<file path="config.mk">
export PLATFORM = sky130hd
export DESIGN_NAME = uart_tx_ctrl
export DESIGN_NICKNAME = d
export VERILOG_FILES = /design/src/rtl/uart_tx_ctrl.sv
export SDC_FILE = /design/constraint.sdc
export NUM_CORES = 1
export LEC_CHECK = 0
export CAP_MARGIN = 20
export CORE_UTILIZATION = 35
export CTS_BUF_LIST = sky130_fd_sc_hd__clkbuf_2 sky130_fd_sc_hd__clkbuf_4 sky130_fd_sc_hd__clkbuf_8
export CTS_CLUSTER_SIZE = 16
export DETAILED_ROUTE_END_ITERATION = 12
export PLACE_DENSITY_LB_ADDON = 0.1
export SYNTH_ARGS = -nofsm -noshare
export SYNTH_HDL_FRONTEND = slang
export SYNTH_SLANG_ARGS = --single-unit
</file>
<file path="constraint.sdc">
create_clock -name clk -period 3.25 [get_ports clk]
set_input_delay 0.65 -clock clk [delete_from_list [all_inputs] [get_ports clk]]
set_output_delay 0.65 -clock clk [all_outputs]
set_load 0.03 [all_outputs]
</file>
<file path="src/rtl/uart_tx_ctrl.sv">
// UART transmit sequencer: byte FIFO in front of an 8N1 serialiser paced by a 16x baud strobe.
// Each bit is held for 16 strobes; frames run back-to-back while the FIFO has data.
module uart_tx_ctrl #(
  parameter int unsigned FIFO_AW   = 4,
  parameter int unsigned DATA_BITS = 8
) (
  input  logic                 clk,
  input  logic                 reset,
  input  logic                 en_16_x_baud,
  input  logic [DATA_BITS-1:0] data_in,
  input  logic                 write_buffer,
  output logic                 serial_out,
  output logic                 tx_busy,
  output logic                 buffer_empty,
  output logic                 buffer_half_full,
  output logic                 buffer_full
);

  localparam int unsigned DEPTH  = 2 ** FIFO_AW;
  localparam int unsigned CNT_W  = FIFO_AW + 1;
  localparam int unsigned IDX_W  = (DATA_BITS > 1) ? $clog2(DATA_BITS) : 1;
  localparam int unsigned TICK_W = 4;

  typedef enum logic [1:0] {
    ST_IDLE,
    ST_START,
    ST_DATA,
    ST_STOP
  } state_e;

  state_e               state_q, state_d;
  logic [TICK_W-1:0]    tick_q, tick_d;
  logic [IDX_W-1:0]     idx_q, idx_d;
  logic [DATA_BITS-1:0] shift_q, shift_d;
  logic [FIFO_AW-1:0]   wr_ptr_q, wr_ptr_d;
  logic [FIFO_AW-1:0]   rd_ptr_q, rd_ptr_d;
  logic [CNT_W-1:0]     count_q, count_d;
  logic                 serial_q, serial_d;
  logic                 busy_q, busy_d;
  logic                 empty_q, empty_d;
  logic                 half_q, half_d;
  logic                 full_q, full_d;
  logic [DATA_BITS-1:0] mem_q [DEPTH];
  logic                 push_c;
  logic                 pop_c;
  logic                 bit_end_c;

  // Frame sequencing; a pop loads the FIFO head into the shift register.
  always_comb begin
    state_d   = state_q;
    tick_d    = tick_q;
    idx_d     = idx_q;
    shift_d   = shift_q;
    pop_c     = 1'b0;
    bit_end_c = en_16_x_baud && (tick_q == TICK_W'(15));
    if (en_16_x_baud) begin
      tick_d = tick_q + TICK_W'(1);
    end
    case (state_q)
      ST_IDLE: begin
        if (en_16_x_baud && !empty_q) begin
          pop_c   = 1'b1;
          shift_d = mem_q[rd_ptr_q];
          tick_d  = '0;
          state_d = ST_START;
        end
      end
      ST_START: begin
        if (bit_end_c) begin
          idx_d   = '0;
          state_d = ST_DATA;
        end
      end
      ST_DATA: begin
        if (bit_end_c) begin
          if (idx_q == IDX_W'(DATA_BITS - 1)) begin
            state_d = ST_STOP;
          end else begin
            idx_d = idx_q + IDX_W'(1);
          end
        end
      end
      ST_STOP: begin
        if (bit_end_c) begin
          if (!empty_q) begin
            pop_c   = 1'b1;
            shift_d = mem_q[rd_ptr_q];
            tick_d  = '0;
            state_d = ST_START;
          end else begin
            state_d = ST_IDLE;
          end
        end
      end
      default: state_d = ST_IDLE;
    endcase
  end

  // Line level and busy follow the state being entered, so they change on the same edge.
  always_comb begin
    serial_d = 1'b1;
    busy_d   = (state_d != ST_IDLE);
    case (state_d)
      ST_START: serial_d = 1'b0;
      ST_DATA:  serial_d = shift_d[idx_d];
      default:  serial_d = 1'b1;
    endcase
  end

  // FIFO bookkeeping; writes are gated by the registered full flag.
  always_comb begin
    push_c   = write_buffer && !full_q;
    wr_ptr_d = push_c ? wr_ptr_q + FIFO_AW'(1) : wr_ptr_q;
    rd_ptr_d = pop_c ? rd_ptr_q + FIFO_AW'(1) : rd_ptr_q;
    count_d  = count_q;
    if (push_c && !pop_c) begin
      count_d = count_q + CNT_W'(1);
    end else if (pop_c && !push_c) begin
      count_d = count_q - CNT_W'(1);
    end
    empty_d = (count_d == CNT_W'(0));
    half_d  = (count_d >= CNT_W'(DEPTH / 2));
    full_d  = (count_d == CNT_W'(DEPTH));
  end

  always_ff @(posedge clk) begin
    if (!reset) begin
      state_q  <= ST_IDLE;
      tick_q   <= '0;
      idx_q    <= '0;
      shift_q  <= '0;
      wr_ptr_q <= '0;
      rd_ptr_q <= '0;
      count_q  <= '0;
      serial_q <= 1'b1;
      busy_q   <= 1'b0;
      empty_q  <= 1'b1;
      half_q   <= 1'b0;
      full_q   <= 1'b0;
    end else begin
      state_q  <= state_d;
      tick_q   <= tick_d;
      idx_q    <= idx_d;
      shift_q  <= shift_d;
      wr_ptr_q <= wr_ptr_d;
      rd_ptr_q <= rd_ptr_d;
      count_q  <= count_d;
      serial_q <= serial_d;
      busy_q   <= busy_d;
      empty_q  <= empty_d;
      half_q   <= half_d;
      full_q   <= full_d;
    end
  end

  // Storage needs no reset: pointers and count define validity.
  always_ff @(posedge clk) begin
    if (push_c) begin
      mem_q[wr_ptr_q] <= data_in;
    end
  end

  assign serial_out       = serial_q;
  assign tx_busy          = busy_q;
  assign buffer_empty     = empty_q;
  assign buffer_half_full = half_q;
  assign buffer_full      = full_q;

endmodule

</file>
=== Yosys cells after proc, flatten, opt, wreduce, memory -nomap -nowiden ===
Memories as Yosys holds them, arrays and structs flattened. A register that Yosys moved wholly into a read port is not among the register bits.
Index checks and enable logic that the tools add are counted.
W data, S select, Z words.

* Flip-flop bits (word level): 35
* RAM bits: 128
* Input port bits: 12
* Output and inout bits: 5
* Word-level logic and storage cells: 74
* Memories kept: 1

{| class="wikitable"
|+ Memories
! memory !! depth !! bits a word !! read ports !! clocked after Yosys merged registers in !! write ports !! RTL line !! text
|-
| mem_q || 16 || 8 || 1 || 1 || 1 || 43 || <nowiki>logic [DATA_BITS-1:0] mem_q [DEPTH];</nowiki>
|}

* Add/subtract/negate cells: 6
* Order comparisons: 2
* Equal/unequal tests: 8
* Muxes and demuxes: 33
* Reduce and logical (&&, ||, !) cells: 12

{| class="wikitable"
|+ Operators with widths
! operator !! count
|-
| $mux W4 || 6
|-
| $mux W8 || 3
|-
| $pmux W8 S2 || 1
|-
| $add A4 B1 Y4 const B || 3
|-
| $mux W2 || 5
|-
| $mux W5 || 2
|-
| $mux W3 || 3
|-
| $pmux W2 S4 || 1
|-
| $pmux W4 S2 || 1
|-
| $mux W1 || 7
|-
| $eq A2 B2 Y1 const B || 3
|-
| $pmux W3 S2 || 1
|-
| $add A5 B1 Y5 const B || 1
|-
| $eq A5 B5 Y1 const B || 1
|-
| $ge A5 B4 Y1 const B || 1
|-
| $logic_and A1 B1 Y1 || 5
|-
| $logic_not A5 Y1 || 1
|-
| $sub A5 B1 Y5 const B || 1
|-
| $eq A2 B1 Y1 const B || 2
|-
| $eq A4 B4 Y1 const B || 1
|-
| $logic_not A1 Y1 || 4
|-
| $lt A3 B4 Y1 const B || 1
|-
| $pmux W1 S2 || 2
|-
| $add A3 B1 Y3 const B || 1
|-
| other kinds (4) || 4
|}

=== Longest topological paths before layout ===
Gate-level depths: netlist of run 1.

* Depth in word-level cells: 8
* Gate-level depth with buffers: 10
* Gate-level depth less buffers: 9

=== Worst setup path before layout of run 1 ===
OpenSTA, ideal clock, no wires.

* Kind: flip-flop to flip-flop
* Start point: register state_q[0]
* End point: register serial_q, in the netlist serial_out
* Setup time: 73 ps
* Data arrival time: 2301 ps
* Data required time: 3177 ps
* Setup slack: 875 ps
* Stages on the path, launching flop included: 10
* Buffers on the path: 0
* Period minus slack after synthesis: 2375 ps
* Cell sequence: dfxtp_1 > inv_1 > ha_1 > nor2_1 > a32oi_4 > or4_1 > nor2_1 > nor3_1 > o311a_1 > o211ai_2

* Longest elaborated chain between the ends: 5
* Elaborated cells between the ends (all ways): 17

{| class="wikitable"
|+ RTL lines
! what !! RTL line !! text
|-
| start: declaration || 31 || <nowiki>state_e state_q, state_d;</nowiki>
|-
| start signal: assignment || 141 || <nowiki>state_q <= state_d;</nowiki>
|-
| $eq A2 B2 Y1 (tied with other cells) || 59 || <nowiki>case (state_q)</nowiki>
|-
| $pmux W8 S2 (tied with other cells) || 59 ||
|-
| $bmux W1 S3 or $pmux W2 S4 (tied branches) || 105, 59 ||
|-
| $mux W1 (not written as such) (tied with other cells) || 105 || <nowiki>ST_DATA: serial_d = shift_d[idx_d];</nowiki>
|-
| $pmux W1 S2 (*) || 103 || <nowiki>case (state_d)</nowiki>
|-
| end signal: assignment || 148 || <nowiki>serial_q <= serial_d;</nowiki>
|-
| end: declaration || 38 || <nowiki>logic serial_q, serial_d;</nowiki>
|}

Mark *: on every way between the ends. The rest lies on a longest branch, timed or not. The select of a mux whose other input is x is not followed.
A chain may end at the register's enable or synchronous reset.

=== Worst setup path after layout of run 1 ===
* Start point: register state_q[0]
* End point: register empty_q, in the netlist buffer_empty

* Longest elaborated chain between the ends: 6
* Elaborated cells between the ends (all ways): 9

{| class="wikitable"
|+ RTL lines
! what !! RTL line !! text
|-
| $eq A2 B2 Y1 or $logic_not A2 Y1 (tied branches) || 59 ||
|-
| $pmux W1 S2 (*) || 59 ||
|-
| $logic_and A1 B1 Y1 or $logic_not A1 Y1 (tied branches) || 118, 116 ||
|-
| $mux W5 or $logic_and A1 B1 Y1 (tied branches) || 118, 116 ||
|-
| $mux W5 (*) || 116 || <nowiki>if (push_c && !pop_c) begin</nowiki>
|-
| $logic_not A5 Y1 (*) || 121 || <nowiki>empty_d = (count_d == CNT_W'(0));</nowiki>
|-
| end signal: assignment || 150 || <nowiki>empty_q <= empty_d;</nowiki>
|-
| end: declaration || 40 || <nowiki>logic empty_q, empty_d;</nowiki>
|}

Mark *: on every way between the ends. The rest lies on a longest branch, timed or not.

==> flow_summary.yaml, run 1 <==
status:
  status: "finished, final reports clean"
yosys:
  synth_nets: 503
  synth_cell_types: 54
  ys_ff_latch: 167
  synth_edf_count: 128
  synth.area.top_cells: "edfxtp_1 (55%), dfxtp_1 (11%), mux4_2 (7.4%), mux2i_1 (3.4%), ha_1 (2.5%)"
  ys_seq_area_share_pct: 66.1
  avgSynthCellArea_um2: 14.7
  async_reset_ff_share_pct: 0
  synth_area_um2: 6990
  ys.flop_type: "edfxtp_1"
  synth.top_cell.area_share_pct: 55.0
  yosys_warnings: 0
  synth_top_area_cell: "edfxtp_1"
  synth_cells: 477
final_layout:
  seq_area_um2: 4630
  syn_to_final_growth_pct: 13.8
  nets: 544
  fillCellCount: 1813
  drive_above_1_share_pct: 17.0
  diodes: 0
  fin_util_pct: 40.8
  multi_input_area_um2: 2170
cts:
  hold_buffers: 0
  clock-sinks: 167
  cts_resized: 0
  cts.path.max_buffers: 2
  path_clk_slew_ns: 0.09
  cts_tree: "done"
  post_cts_buffers: 0
  cts-buffers-inserted: 17
  clk_latency_ns: 0.46
  cts_root_buf: "clkbuf_8"
  cts.htree.levels: 4
grt:
  grt_pass1_vias: 4063
  grt_pass1_wl_um: 23700
  antenna_found_initial: 0
  grt_max_degree: 34
  grtUsageTotal_pct: 16.4
  grt_overflow: 0
drt:
  wirelength_um: 15200
  viasPerCell: 5.03
  ant_nets: 0
  drt-pass1-iter-count: 4
  drc: 0
  vias: 3999
  wire_per_inst_um: 19.2
  drtIter0Drc: 266
sta:
  setup_viol: 0
  finalHoldViolCount: 0
  worstMarginPinSlew_ns: 0.569
  max_freq_mhz: 366
  min_period_over_period_pct: 84.1
  tns_ns: 0
  fin_skew_ns: 0.0113
  rsz0062_at_grt: "no"
  maxSlewHeadroom_pct: 62.0
  finalCriticalPeriod_ns: 2.73
  worst_slack_ns: 0.516
  drv_slew: 0
hold_path:
  hold_depth: 2
  whs_endpoint: "shift_q[1]"
  hp-start: "shift_q[1]"
  min_path_type: "reg2reg"
placement:
  io_buffer_count: 16
  place_ws_ns: 0.414
  gp_congestion: 0.824
  dp_hpwl_um: 9900
floorplanning:
  io_pins: 17
  dieArea_um2: 20500
  die_x_um: 143
  rows: 51
  core_um2: 19500
  fp.dieH_um: 143
  start_util_pct: 35.8
power:
  power_mw: 4.55
  power.density_nw_per_um2: 571
  leakagePower_nw: 2.55
  peakVddDrop_mv: 0.244
critical_path:
  r2r-start: "state_q[0]"
  cp_max_fo: 7
  ff2ff_path_depth: 9
  cp-start-kind: "flip-flop"
  crit_type: "reg2reg"
  crit_path_end_kind: "flip-flop"
  cp.required_ns: 3.60
  r2r-end: "buffer_empty"
  worst_ep_arrival_time_ns: 3.09
  r2r_slack_ns: 0.52
job:
  cap_violations: 0
-- registers in the layout, indices dropped and copies added (netlist names), 2 cells and up, named ones only --
name	count
idx_q	3
wr_ptr_q	4
tick_q	4
shift_q	8
count_q	5
state_q	2
mem_q	128
rd_ptr_q	4
-- Yosys cell counts, drive strengths merged (2+ instances only) --
| library cell | instances |
|---|---|
| edfxtp | 128 |
| xor2 | 6 |
| nand3b | 4 |
| buf | 16 |
| mux4 | 23 |
| inv | 13 |
| nand4 | 6 |
| o21ai | 7 |
| nand3 | 7 |
| nand2 | 35 |
| o31ai | 2 |
| clkbuf | 7 |
| a32oi | 2 |
| nor2 | 46 |
| dfxtp | 39 |
| mux2i | 24 |
| xnor2 | 7 |
| nor3 | 10 |
| o21a | 2 |
| nor2b | 6 |
| and2 | 4 |
| a211oi | 4 |
| nor4 | 2 |
| o22ai | 3 |
| a41o | 2 |
| ha | 14 |
| nor3b | 3 |
| a221oi | 5 |
| a22oi | 13 |
| a21oi | 16 |
| nand2b | 5 |
-- worst max-delay path by stage --
stage            startpoint            to  cells past startpoint
2_1_floorplan    state_q[0]    serial_out                      9
3_3_place_gp   en_16_x_baud  buffer_empty                      8
3_5_place_dp   en_16_x_baud   buffer_full                     10
4_1_cts          state_q[0]  buffer_empty                      9
5_1_grt          state_q[0]  buffer_empty                      9
6_report         state_q[0]  buffer_empty                      9
-- logic make-up (layout without fill, tap and decap cells) --
family	Yosys count	after routing	share of synthesized area (%)
flip-flops	167	167	66.1
AND/OR/NAND/NOR	132	132	8.86
AO/OA/AOI/OAI	66	66	6.98
multiplexers	48	48	11.0
buffers and inverters	37	90	2.88
adder cells (fa/ha/maj)	14	14	2.51
XOR/XNOR	13	13	1.63
-- layer usage --
layer / up-vias / GRT usage (%) / wire [µm]
li1: 1895 / - / -
met1: 2042 / 20.3 / 6910
met2: 45 / 28.2 / 7620
met3: 17 / 3.83 / 412
met4: 0 / 5.77 / 284
met5: - / 0 / 0
-- final cells by class --
cell class                      instances  share of cell area [%]
Clock buffer                           18                    3.03
Clock inverter                         13                    1.73
Inverter                               14                   0.660
Multi-Input combinational cell        273                    27.2
Sequential cell                       167                    58.1
Tap cell                              265                    4.17
Timing Repair Buffer                   45                    5.06
-- through the flow --
| stage | std cells | hold slack, ns | cell area [µm²] |
|---|---|---|---|
| floorplan | 477 | 0.443 | 6990 |
| global placement | 764 | 0.461 | 7580 |
| detailed placement | 764 | 0.457 | 7580 |
| CTS | 795 | 0.471 | 7960 |
| global route | 795 | 0.507 | 7960 |
| finish | 795 | 0.471 | 7960 |
-- where the power goes --
part	switching [mW]	internal (mW)
clock network	0.812	0.635
logic	0.381	0.283
registers	0.0604	2.37
total	1.25	3.29
-- cells in the final DEF (no fill, tap or decap), types with 10 or more instances in the layout --
cell and count:
clkdlybuf4s50_1 16, a22oi_1 12, a21oi_1 16, clkbuf_8 17, inv_1 13, buf_4 27
mux4_2 23, nor3_1 10, mux2i_1 24, edfxtp_1 128, ha_1 14, nor2_1 46
nand2_1 35, dfxtp_1 38
-- critical path: stages (launching register included) --
cell and delay, ns:
dfxtp_1 0.43, inv_1 0.11, ha_1 0.39, nor3b_2 0.30
a32o_1 0.41, nand2_1 0.14, nor4_1 0.19, a41oi_1 0.10
xnor2_1 0.20, o41ai_1 0.35
Note: power is estimated with default switching activity, not from simulation.
==> run 2, diff against run 1 <==
==> constraint.sdc (replaced) <==
create_clock -name clk -period 2.85 [get_ports clk]
set_input_delay 0.57 -clock clk [delete_from_list [all_inputs] [get_ports clk]]
set_output_delay 0.57 -clock clk [all_outputs]
set_load 0.03 [all_outputs]
==> run 2 against run 1 <==
Effect of this change: total power is 16% higher; clock skew hardly changed; worst setup slack got worse by 0.20 ns; global-route usage fell by 0.43 points; flip-flop and latch count did not move.
==> flow_summary.yaml, run 2 (synthesis gave the netlist of run 1 again) <==
drt:
  vias: 3974
  ant_nets: 0
  wire_per_inst_um: 19.2
  wirelength_um: 15300
  drtIter0Drc: 233
  drc: 0
  viasPerCell: 4.97
  drt-pass1-iter-count: 4
critical_path:
  cp-start-kind: "flip-flop"
  path_common_cell: "nor2_1"
  path_cells: "inv_1 > ha_1 > nor2_1 > a32oi_4 > buf_4 > nor2_1 > a31oi_1 > xnor2_1 > nand2_1 > nor4_1"
  cp_max_fo: 8
  cp_slowest_cell: "dfxtp_1"
  worst_ep_arrival_time_ns: 2.89
  slowest_delay_ns: 0.44
  cp.required_ns: 3.21
  crit_type: "reg2reg"
  crit_path_end_kind: "flip-flop"
placement:
  gp_congestion: 0.798
  place_ws_ns: 0.00689
  dp_hpwl_um: 10100
  dp.cells: 768
  io_buffer_count: 16
sta:
  finalHoldViolCount: 0
  setup_viol: 0
  finalCriticalPeriod_ns: 2.53
  max_freq_mhz: 395
  tns_ns: 0
  fin_skew_ns: 0.0115
  rsz0062_at_grt: "no"
  maxSlewHeadroom_pct: 65.6
  worst_slack_ns: 0.316
  min_period_over_period_pct: 88.9
  worst_hold_slack_ns: 0.470
  drv_slew: 0
  worstMarginPinSlew_ns: 0.515
final_layout:
  largest_register_ffs: 128
  syn_to_final_growth_pct: 14.5
  fillCellCount: 1832
  seq_area_um2: 4630
  nets: 548
  top_regs: "mem_q (128), shift_q (8), count_q (5)"
  multi_input_area_um2: 2170
  instances_no_fill: 800
  diodes: 0
  final_common_cell: "edfxtp_1"
  layout_common_cells: "edfxtp_1 (128), nor2_1 (46), dfxtp_1 (38), nand2_1 (35), buf_4 (31)"
  drive_above_1_share_pct: 17.6
  top_register: "mem_q"
status:
  status: "finished, final reports clean"
power:
  leakagePower_nw: 2.59
  peakVddDrop_mv: 0.291
  power.density_nw_per_um2: 656
  power_mw: 5.25
cts:
  cts_tree: "done"
  cts.path.max_buffers: 2
  clock-sinks: 167
  hold_buffers: 0
  path_clk_slew_ns: 0.09
  cts-buffers-inserted: 17
  clk_latency_ns: 0.45
  cts.htree.levels: 4
  cts_root_buf: "clkbuf_8"
job:
  cap_violations: 0
floorplanning:
  die_x_um: 143
  dieArea_um2: 20500
  core_um2: 19500
  rows: 51
  fp.dieH_um: 143
  io_pins: 17
  start_util_pct: 35.8
grt:
  antenna_found_initial: 0
  grt_max_degree: 32
  grt_overflow: 0
  grt_pass1_vias: 3850
  grt_pass1_wl_um: 23100
  grtUsageTotal_pct: 16.0
hold_path:
  min_path_type: "reg2reg"
run 2: layout make-up:
cell class / count / area share, %
Timing Repair Buffer: 49 / 5.41
Clock inverter: 13 / 1.81
Clock buffer: 19 / 3.11
Inverter: 14 / 0.657
Multi-Input combinational cell: 273 / 27.1
Tap cell: 265 / 4.14
Sequential cell: 167 / 57.8
run 2: timing repair:
item / CTS / global route
buffers inserted: 0 / 0
endpoints found under the setup margin: 0 / 1
gates resized for setup: 0 / 1
endpoints found under the hold margin: 0 / 0
run 2: worst paths after layout:
| check | cells past startpoint | slack (ns) | start | endpoint |
|---|---|---|---|---|
| hold reg to reg | 2 | 0.47 | shift_q[3] | shift_q[3] |
| setup / recovery | 10 | 0.32 | state_q[0] | buffer_full |
| setup reg to reg | 10 | 0.32 | state_q[0] | buffer_full |
| hold / removal | 2 | 0.47 | shift_q[3] | shift_q[3] |
run 2: routing by layer:
layer / vias up / share of wire [%] / wire length, µm / GRT usage, %
met5: - / 0 / 0 / 0
met1: 2011 / 47 / 7230 / 20.7
met4: 0 / 1.0 / 153 / 5.10
met3: 11 / 2.9 / 450 / 3.80
li1: 1901 / - / - / -
met2: 51 / 49 / 7490 / 26.5
run 2: power by group:
group | leakage [nW] | switching, mW | total (mW) | internal (mW)
Clock | 0.196 | 0.892 | 1.70 | 0.810
Sequential | 1.47 | 0.0911 | 2.80 | 2.71
Combinational | 0.921 | 0.415 | 0.751 | 0.336
Total | 2.59 | 1.40 | 5.25 | 3.85
run 2: metrics by stage:
stage / area, µm² / utilization (%)
after global placement: 7610 / 39.0
final: 8000 / 41.0
after floorplan: 6990 / -
after global routing: 8000 / 41.0
after detailed placement: 7610 / 39.0
after CTS: 8000 / 41.0
run 2: critical path, delay by kind of cell (launching register included):
family / cells / cell delay, ns
AOI/OAI and AO/OA: 2 / 0.29
xor gates and xnor gates: 1 / 0.24
adders and majority gates: 1 / 0.39
buffers and inverters: 2 / 0.31
DFF: 1 / 0.44
and+or+nand+nor: 4 / 0.78
==> run 3, diff against run 2 <==
--- a/config.mk
+++ b/config.mk
@@ -10,7 +10,7 @@
 export CTS_BUF_LIST = sky130_fd_sc_hd__clkbuf_2 sky130_fd_sc_hd__clkbuf_4 sky130_fd_sc_hd__clkbuf_8
 export CTS_CLUSTER_SIZE = 16
 export DETAILED_ROUTE_END_ITERATION = 12
-export PLACE_DENSITY_LB_ADDON = 0.1
+export HOLD_SLACK_MARGIN = 0.03
 export SYNTH_ARGS = -nofsm -noshare
 export SYNTH_HDL_FRONTEND = slang
 export SYNTH_SLANG_ARGS = --single-unit
==> run 3 against run 2 <==
Effect of this change: maximum frequency grew 0.55%; worst setup slack better by 0.014 ns; utilization up 0.13 points; non-clock buffer count up 3; die area unchanged; total power down 0.47%; register-to-register slack hardly changed; critical endpoint unchanged; largest power group unchanged.
==> flow_summary.yaml, run 3 (synthesis gave the netlist of run 1 again) <==
sta:
  max_freq_mhz: 397
  worst_slack_ns: 0.330
  tns_ns: 0
  finalHoldViolCount: 0
  worstMarginPinSlew_ns: 0.691
  rsz0062_at_grt: "no"
  min_period_over_period_pct: 88.4
  fin_skew_ns: 0.0100
  setup_viol: 0
  maxSlewHeadroom_pct: 53.9
  finalCriticalPeriod_ns: 2.52
  drv_slew: 0
floorplanning:
  dieArea_um2: 20500
  rows: 51
  io_pins: 17
  die_x_um: 143
  start_util_pct: 35.8
  fp.dieH_um: 143
  core_um2: 19500
drt:
  drtIter0Drc: 258
  vias: 4047
  ant_nets: 0
  wirelength_um: 14600
  wire_per_inst_um: 18.2
  drt-pass1-iter-count: 5
  drc: 0
  viasPerCell: 5.04
final_layout:
  layout_common_cells: "edfxtp_1 (128), nor2_1 (46), dfxtp_1 (38), nand2_1 (35), buf_4 (34)"
  top_regs: "mem_q (128), shift_q (8), count_q (5)"
  top_register: "mem_q"
  nets: 551
  syn_to_final_growth_pct: 14.9
  final_common_cell: "edfxtp_1"
  largest_register_ffs: 128
  drive_above_1_share_pct: 18.2
  diodes: 0
cts:
  path_clk_slew_ns: 0.09
  cts.path.max_buffers: 2
  cts_tree: "done"
  clk_latency_ns: 0.46
  clock-sinks: 167
  hold_buffers: 0
  cts.htree.levels: 4
  cts-buffers-inserted: 17
  cts_root_buf: "clkbuf_8"
power:
  pwr-share-comb_pct: 14.4
  power.density_nw_per_um2: 651
  p_seq_share_pct: 53.4
  peakVddDrop_mv: 0.380
  switching_share_pct: 27.6
  p_switching_mw: 1.44
  p_int_mw: 3.79
  pwr-share-clk_pct: 32.3
  power_mw: 5.23
  leakagePower_nw: 2.61
critical_path:
  ff2ff_path_depth: 10
  cp_max_fo: 8
  cp-start-kind: "flip-flop"
  cp.required_ns: 3.22
  worst_ep_arrival_time_ns: 2.89
  crit_path_end_kind: "flip-flop"
  r2r-start: "state_q[0]"
  r2r-end: "buffer_full"
  crit_type: "reg2reg"
  crit_start: "state_q[0]"
  r2r_slack_ns: 0.33
placement:
  place_ws_ns: 0.145
  dp_hpwl_um: 9860
  gp_congestion: 0.798
  io_buffer_count: 16
hold_path:
  min_path_type: "reg2reg"
  whs_endpoint: "shift_q[3]"
  hp-start: "shift_q[3]"
  hold_depth: 2
grt:
  antenna_found_initial: 0
  grt_overflow: 0
  grt_pass1_vias: 3958
  grtUsageTotal_pct: 15.5
  grt_max_degree: 27
  grt_pass1_wl_um: 22800
status:
  status: "finished, final reports clean"
job:
  cap_violations: 0
run 3: area by class of cell:
type,count,area [µm²]
clock buffer,18,241
clock inverter,14,156
fill,1828,11500
inverter,14,52.6
multi-input combinational,273,2170
sequential,167,4630
tap,265,332
timing repair buffer,52,455
run 3: worst max-delay path: stages (launching register included):
cell	delay, ns
dfxtp_1	0.43
inv_1	0.11
ha_1	0.39
nor2_1	0.23
a32oi_4	0.14
buf_4	0.20
nor2_1	0.20
a31oi_1	0.14
xnor2_1	0.26
nand2_1	0.11
nor4_1	0.23
run 3: worst max-delay path by stage:
stage / to / slack, ns / cells after the start
2_1_floorplan: serial_out / 0.48 / 9
3_3_place_gp: buffer_empty / 0.21 / 8
3_5_place_dp: buffer_empty / 0.14 / 8
4_1_cts: buffer_empty / 0.23 / 9
5_1_grt: buffer_full / 0.05 / 10
6_report: buffer_full / 0.33 / 10
run 3: stage by stage:
step / cell area [µm²] / util, % / std cells / hold WS [ns]
2_1_floorplan: 6990 / - / 477 / 0.443
3_3_place_gp: 7630 / 39.1 / 771 / 0.469
3_5_place_dp: 7630 / 39.1 / 771 / 0.464
4_1_cts: 8030 / 41.1 / 803 / 0.478
5_1_grt: 8030 / 41.1 / 803 / 0.511
6_report: 8030 / 41.1 / 803 / 0.474
run 3: timing repair:
action | CTS | global route
resized for setup | 0 | 1
hold endpoints to repair | 0 | 0
setup buffers | 0 | 0
setup endpoints to repair | 0 | 1
run 3: metal layers:
metal / GRT usage [%] / up-vias / part of all wire [%]
li1: - / 1910 / -
met1: 20.0 / 2051 / 45
met2: 25.8 / 77 / 50
met3: 3.80 / 9 / 3.9
met4: 4.70 / 0 / 0.86
met5: 0 / - / 0
run 3: power by group through the flow:
stage | clock, mW | combinational [mW] | sequential (mW)
2_1_floorplan | 0 | 0.513 | 2.85
3_3_place_gp | 0 | 0.744 | 2.84
3_5_place_dp | 0 | 0.757 | 2.85
4_1_cts | 1.73 | 0.760 | 2.79
5_1_grt | 1.83 | 0.829 | 2.81
6_report | 1.69 | 0.751 | 2.79
